[src/rtl/cache_arbiter_pkg.sv]
// Shared types for the cache arbiter.
//   arb_state_t : arbiter FSM state encoding
//   grant_t     : which cache owns the memory port
//   ARB_ADDR_W / ARB_LINE_W : default address and cache-line widths
package arbiter_types;

    localparam int ARB_ADDR_W = 32;
    localparam int ARB_LINE_W = 256;

    typedef enum logic [1:0] {
        IDLE   = 2'd0,
        I_BUSY = 2'd1,
        D_BUSY = 2'd2,
        DONE   = 2'd3
    } arb_state_t;

    typedef enum logic {
        GRANT_I = 1'b0,
        GRANT_D = 1'b1
    } grant_t;

endpackage

[src/rtl/cache_arbiter_grant.sv]
// Round-robin grant decision between the I-cache and the D-cache.
// Ports:
//   i_req, d_req : pending requests from each cache
//   last_grant   : requester served most recently
//   grant_valid  : at least one request is pending
//   grant        : requester to serve next
module arbiter_grant
    import arbiter_types::*;
(
    input  logic   i_req,
    input  logic   d_req,
    input  grant_t last_grant,
    output logic   grant_valid,
    output grant_t grant
);

    always_comb begin
        grant_valid = i_req | d_req;
        grant       = GRANT_I;
        if (i_req && d_req) begin
            // Contention: whoever did not win last time goes now.
            grant = (last_grant == GRANT_I) ? GRANT_D : GRANT_I;
        end else if (d_req) begin
            grant = GRANT_D;
        end
    end

endmodule

[src/rtl/cache_arbiter.sv]
// Shares the single physical-memory line port between the I-cache and the
// D-cache, one line transaction at a time, round-robin on contention.
// Ports:
//   clk, rst                          : clock, async active-high reset
//   i_read, i_address                 : I-cache line read request
//   i_rdata, i_resp                   : I-cache return data and done pulse
//   d_read, d_write, d_address, d_wdata : D-cache read / write-back request
//   d_rdata, d_resp                   : D-cache return data and done pulse
//   pmem_read, pmem_write, pmem_address, pmem_wdata : registered memory bus
//   pmem_rdata, pmem_resp             : memory return data and completion
//
// state  | meaning
// IDLE   | sampling requests, grant on the next edge
// I_BUSY | I-cache transaction outstanding on pmem
// D_BUSY | D-cache transaction outstanding on pmem
// DONE   | one-cycle turnaround so the served cache can drop its request
module cache_arbiter
    import arbiter_types::*;
#(
    parameter int ADDR_W = ARB_ADDR_W,
    parameter int LINE_W = ARB_LINE_W
) (
    input  logic              clk,
    input  logic              rst,
    input  logic              i_read,
    input  logic [ADDR_W-1:0] i_address,
    output logic [LINE_W-1:0] i_rdata,
    output logic              i_resp,
    input  logic              d_read,
    input  logic              d_write,
    input  logic [ADDR_W-1:0] d_address,
    input  logic [LINE_W-1:0] d_wdata,
    output logic [LINE_W-1:0] d_rdata,
    output logic              d_resp,
    output logic              pmem_read,
    output logic              pmem_write,
    output logic [ADDR_W-1:0] pmem_address,
    output logic [LINE_W-1:0] pmem_wdata,
    input  logic [LINE_W-1:0] pmem_rdata,
    input  logic              pmem_resp
);

    arb_state_t state, state_next;
    grant_t     last_grant;
    grant_t     grant;
    logic       grant_valid;
    logic       d_req;

    assign d_req = d_read | d_write;

    arbiter_grant u_grant (
        .i_req       (i_read),
        .d_req       (d_req),
        .last_grant  (last_grant),
        .grant_valid (grant_valid),
        .grant       (grant)
    );

    // State register
    always_ff @(posedge clk or posedge rst) begin
        if (rst) state <= IDLE;
        else     state <= state_next;
    end

    // Next-state logic
    always_comb begin
        state_next = state;
        case (state)
            IDLE:    if (grant_valid) state_next = (grant == GRANT_I) ? I_BUSY : D_BUSY;
            I_BUSY:  if (pmem_resp)   state_next = DONE;
            D_BUSY:  if (pmem_resp)   state_next = DONE;
            DONE:    state_next = IDLE;
            default: state_next = IDLE;
        endcase
    end

    // Responses go only to the cache that owns the transaction.
    always_comb begin
        i_resp = (state == I_BUSY) && pmem_resp;
        d_resp = (state == D_BUSY) && pmem_resp;
    end

    assign i_rdata = pmem_rdata;
    assign d_rdata = pmem_rdata;

    // Registered memory bus and round-robin history
    always_ff @(posedge clk or posedge rst) begin
        if (rst) begin
            pmem_read    <= 1'b0;
            pmem_write   <= 1'b0;
            pmem_address <= '0;
            pmem_wdata   <= '0;
            last_grant   <= GRANT_D;
        end else if (state == IDLE && grant_valid) begin
            last_grant <= grant;
            if (grant == GRANT_I) begin
                pmem_read    <= 1'b1;
                pmem_write   <= 1'b0;
                pmem_address <= i_address;
            end else begin
                // Read and write together is illegal; the write wins.
                pmem_read    <= ~d_write;
                pmem_write   <= d_write;
                pmem_address <= d_address;
                pmem_wdata   <= d_wdata;
            end
        end else if ((state == I_BUSY || state == D_BUSY) && pmem_resp) begin
            pmem_read  <= 1'b0;
            pmem_write <= 1'b0;
        end
    end

    a_no_d_read_and_write: assert property (@(posedge clk) disable iff (rst) !(d_read && d_write));

endmodule

[config.mk]
export PLATFORM = sky130hd
export DESIGN_NAME = cache_arbiter
export DESIGN_NICKNAME = d
export VERILOG_FILES = /design/src/rtl/cache_arbiter_pkg.sv /design/src/rtl/cache_arbiter_grant.sv /design/src/rtl/cache_arbiter.sv
export SDC_FILE = /design/constraint.sdc
export NUM_CORES = 1
export LEC_CHECK = 0
export ABC_AREA = 1
export CORE_AREA = 10 10 529 531
export CTS_CLUSTER_SIZE = 25
export DETAILED_ROUTE_END_ITERATION = 6
export DIE_AREA = 0 0 539 541
export GPL_ROUTABILITY_DRIVEN = 0
export PLACE_DENSITY_LB_ADDON = 0.05
export SLEW_MARGIN = 25
export SYNTH_ARGS = -nofsm -noshare
export SYNTH_HDL_FRONTEND = slang
export SYNTH_SLANG_ARGS = --single-unit
[constraint.sdc]
create_clock -name clk -period 31 [get_ports clk]
set_input_delay 9.3 -clock clk [delete_from_list [all_inputs] [get_ports clk]]
set_output_delay 9.3 -clock clk [all_outputs]
set_load 0.005 [all_outputs]
==> impl_metrics.env <==
export IMPL_slew_viol_final=0
export IMPL_grt_pass1_wl_um=139000
export IMPL_rows=191
export IMPL_p_comb_frac=0.433
export IMPL_cts_root_buf="clkbuf_16"
export IMPL_clk_latency_ps=700
export IMPL_multi_input_area_sq_um=3870
export IMPL_die_width_um=539
export IMPL_ff_latch_area_sq_um=7330
export IMPL_reg2reg_to="pmem_wdata[226]"
export IMPL_syn_inst=1885
export IMPL_ioPinCount=1386
export IMPL_worstPathMaxFanout=4
export IMPL_port_buffers=617
export IMPL_drive_gt1_frac=0.0536
export IMPL_p_int_uw=1400
export IMPL_relSlewSlack=0.352
export IMPL_holdBufCountCts=0
export IMPL_vias=12200
export IMPL_max_freq_mhz=50.5
export IMPL_ir_drop_uv=59.3
export IMPL_nNetsFinal=2579
export IMPL_syn_nets=2471
export IMPL_fin_crit_sh=0.638
export IMPL_synthesis_area_sq_um=15500
export IMPL_fin_tns_setup_ps=0
export IMPL_clkPwrFrac=0.272
export IMPL_min_delay_start="pmem_wdata[166]"
export IMPL_drt_wl_total_um=106000
export IMPL_cts_tree="built"
export IMPL_grt_pass1_vias=13600
export IMPL_dp_hpwl_um=82000
export IMPL_r2r_slack_ps=27860
export IMPL_cts_buffer_depth=3
export IMPL_core_sq_um=270000
export IMPL_yosysWarnings=0
export IMPL_power_switching_uw=916
export IMPL_post_route_drc_count=0
export IMPL_antenna_found_initial=67
export IMPL_power_per_cell_area_nw_per_um2=97.0
export IMPL_hold_path_class="register to register"
export IMPL_wl_per_cell_um=18.9
export IMPL_critPathLaunchType="input pin"
export IMPL_cts_resized=0
export IMPL_setup_violations=0
export IMPL_rsz0062_at_grt="false"
export IMPL_initial_core_util=0.0574
export IMPL_critPathArrivalTime_ps=10490
export IMPL_postCtsSetupRepairBufs=0
export IMPL_drt_iter0_drc=513
export IMPL_path_class="input pin to output pin"
export IMPL_rr_startpoint="last_grant"
export IMPL_power_frac_seq=0.295
export IMPL_vias_per_cell=2.18
export IMPL_hold_depth=2
export IMPL_power_leakage_uw=0.00990
export IMPL_firstDrtPassIters=5
export IMPL_synth_seq_cells=293
export IMPL_max_cap_violations=0
export IMPL_dieHeight_um=541
export IMPL_fill_cells=31300
export IMPL_yosysSeqAreaShare=0.474
export IMPL_areaGrowthSynthToFinish_pct=54.5
export IMPL_grt_overflow_total=0
export IMPL_switching_share=0.395
export IMPL_cts_buffers=55
export IMPL_tightest_slew_ps=972
export IMPL_grt_start_max_net_pins=132
export IMPL_final_hold_violation_count=0
export IMPL_fin_skew_ps=38.4
export IMPL_cp_end_kind="output pin"
export IMPL_status="finished, final reports clean"
export IMPL_whs_endpoint="pmem_wdata[166]"
export IMPL_postSynthAreaPerCell_sq_um=8.21
export IMPL_grt_use_total=0.0700
export IMPL_synth_cell_types=18
export IMPL_drtAntennaViolNets=0
export IMPL_clock_sinks=293
export IMPL_critical_path_required_ps=21700
export IMPL_final_area_sq_um=23900
export IMPL_dpl_cell_area_sq_um=22000
export IMPL_fp_dieArea_sq_um=292000
export IMPL_fin_crit_ps=19790
export IMPL_htree_levels=2
export IMPL_clk_pin_slew_worst_paths_ps=50
export IMPL_rr_worst_depth=8
==> power by group through the flow <==
stage / Clock (uW) / Sequential, uW / Combinational (uW)
global placement: 0 / 694 / 1080
floorplan: 0 / 686 / 380
finish: 631 / 684 / 1000
CTS: 688 / 693 / 1080
detailed placement: 0 / 693 / 1070
global route: 694 / 713 / 1150
==> Yosys cell counts <==
master,number,area share
nor2_1,1,0.00024
inv_1,12,0.0029
clkbuf_1,8,0.0019
buf_2,41,0.013
buf_1,2,0.00049
a21oi_1,1,0.00032
buf_4,532,0.26
o21ai_0,1,0.00032
nand2_2,1,0.00040
dfrtp_1,292,0.47
nand2_1,949,0.23
nor2_4,1,0.00073
inv_2,1,0.00024
dfstp_2,1,0.0017
ha_1,4,0.0032
o21ai_4,1,0.0011
o21ai_2,1,0.00057
nand3_1,36,0.012
==> area by class of cell <==
| type | count | share of cell area |
|---|---|---|
| Antenna cell | 5 | 0.000524 |
| Clock buffer | 85 | 0.0691 |
| Clock inverter | 14 | 0.00576 |
| Inverter | 13 | 0.00267 |
| Multi-Input combinational cell | 996 | 0.162 |
| Sequential cell | 293 | 0.307 |
| Tap cell | 3570 | 0.187 |
| Timing Repair Buffer | 634 | 0.266 |
==> placed cells by master (no fill, tap or decap), drive strengths merged <==
master,instances
inv,14
nand2,950
ha,4
clkbuf,85
nand3,36
nor2,2
diode,5
o21ai,3
clkinvlp,1
clkdlybuf4s50,617
a21oi,1
buf,17
dfstp,1
bufinv,1
dfrtp,292
clkinv,11
==> worst max-delay path: stages <==
cell	delay, ps
clkdlybuf4s50_1	540
nand2_1	90
inv_1	60
clkdlybuf4s50_1	500
==> how the worst max path moves through the flow <==
stage                              from         end  slack (ps)  cells after the start
after floorplan           pmem_rdata[0]  d_rdata[0]       12290                      1
after global placement        pmem_resp      d_resp       11110                      4
after detailed placement      pmem_resp      i_resp       11190                      4
after CTS                     pmem_resp      i_resp       11180                      4
after global routing          pmem_resp      d_resp       11120                      4
final                         pmem_resp      d_resp       11210                      4
==> cell families after synthesis <==
family          after synthesis  synth area share
buf+inv                     596             0.277
flops                       293             0.474
simple gates                988             0.243
compound gates                4           0.00226
fa+ha+maj                     4           0.00324
==> stage by stage <==
stage	instances	hold slack (ps)	setup WS [ps]	util	total power, uW
floorplan	1885	450	12290	-	1070
CTS	5603	471	11180	0.0884	2460
global placement	5504	455	11110	0.0817	1780
global route	5606	486	11120	0.0886	2560
detailed placement	5504	458	11190	0.0817	1770
finish	5610	467	11210	0.0887	2320
==> sequential cells by signal (all words and copies together), names as in the netlist <==
name / flops
pmem_wdata: 256
pmem_address: 32
pmem_read: 1
last_grant: 1
pmem_write: 1
state: 2
==> routing by layer <==
metal	GRT usage	up-vias	part of all wire
li1	-	5429	-
met1	0.0719	5597	0.37
met2	0.111	736	0.44
met3	0.0428	403	0.13
met4	0.0382	40	0.060
met5	0	-	0.0022
No activity file was read; power rests on OpenSTA's default activity.
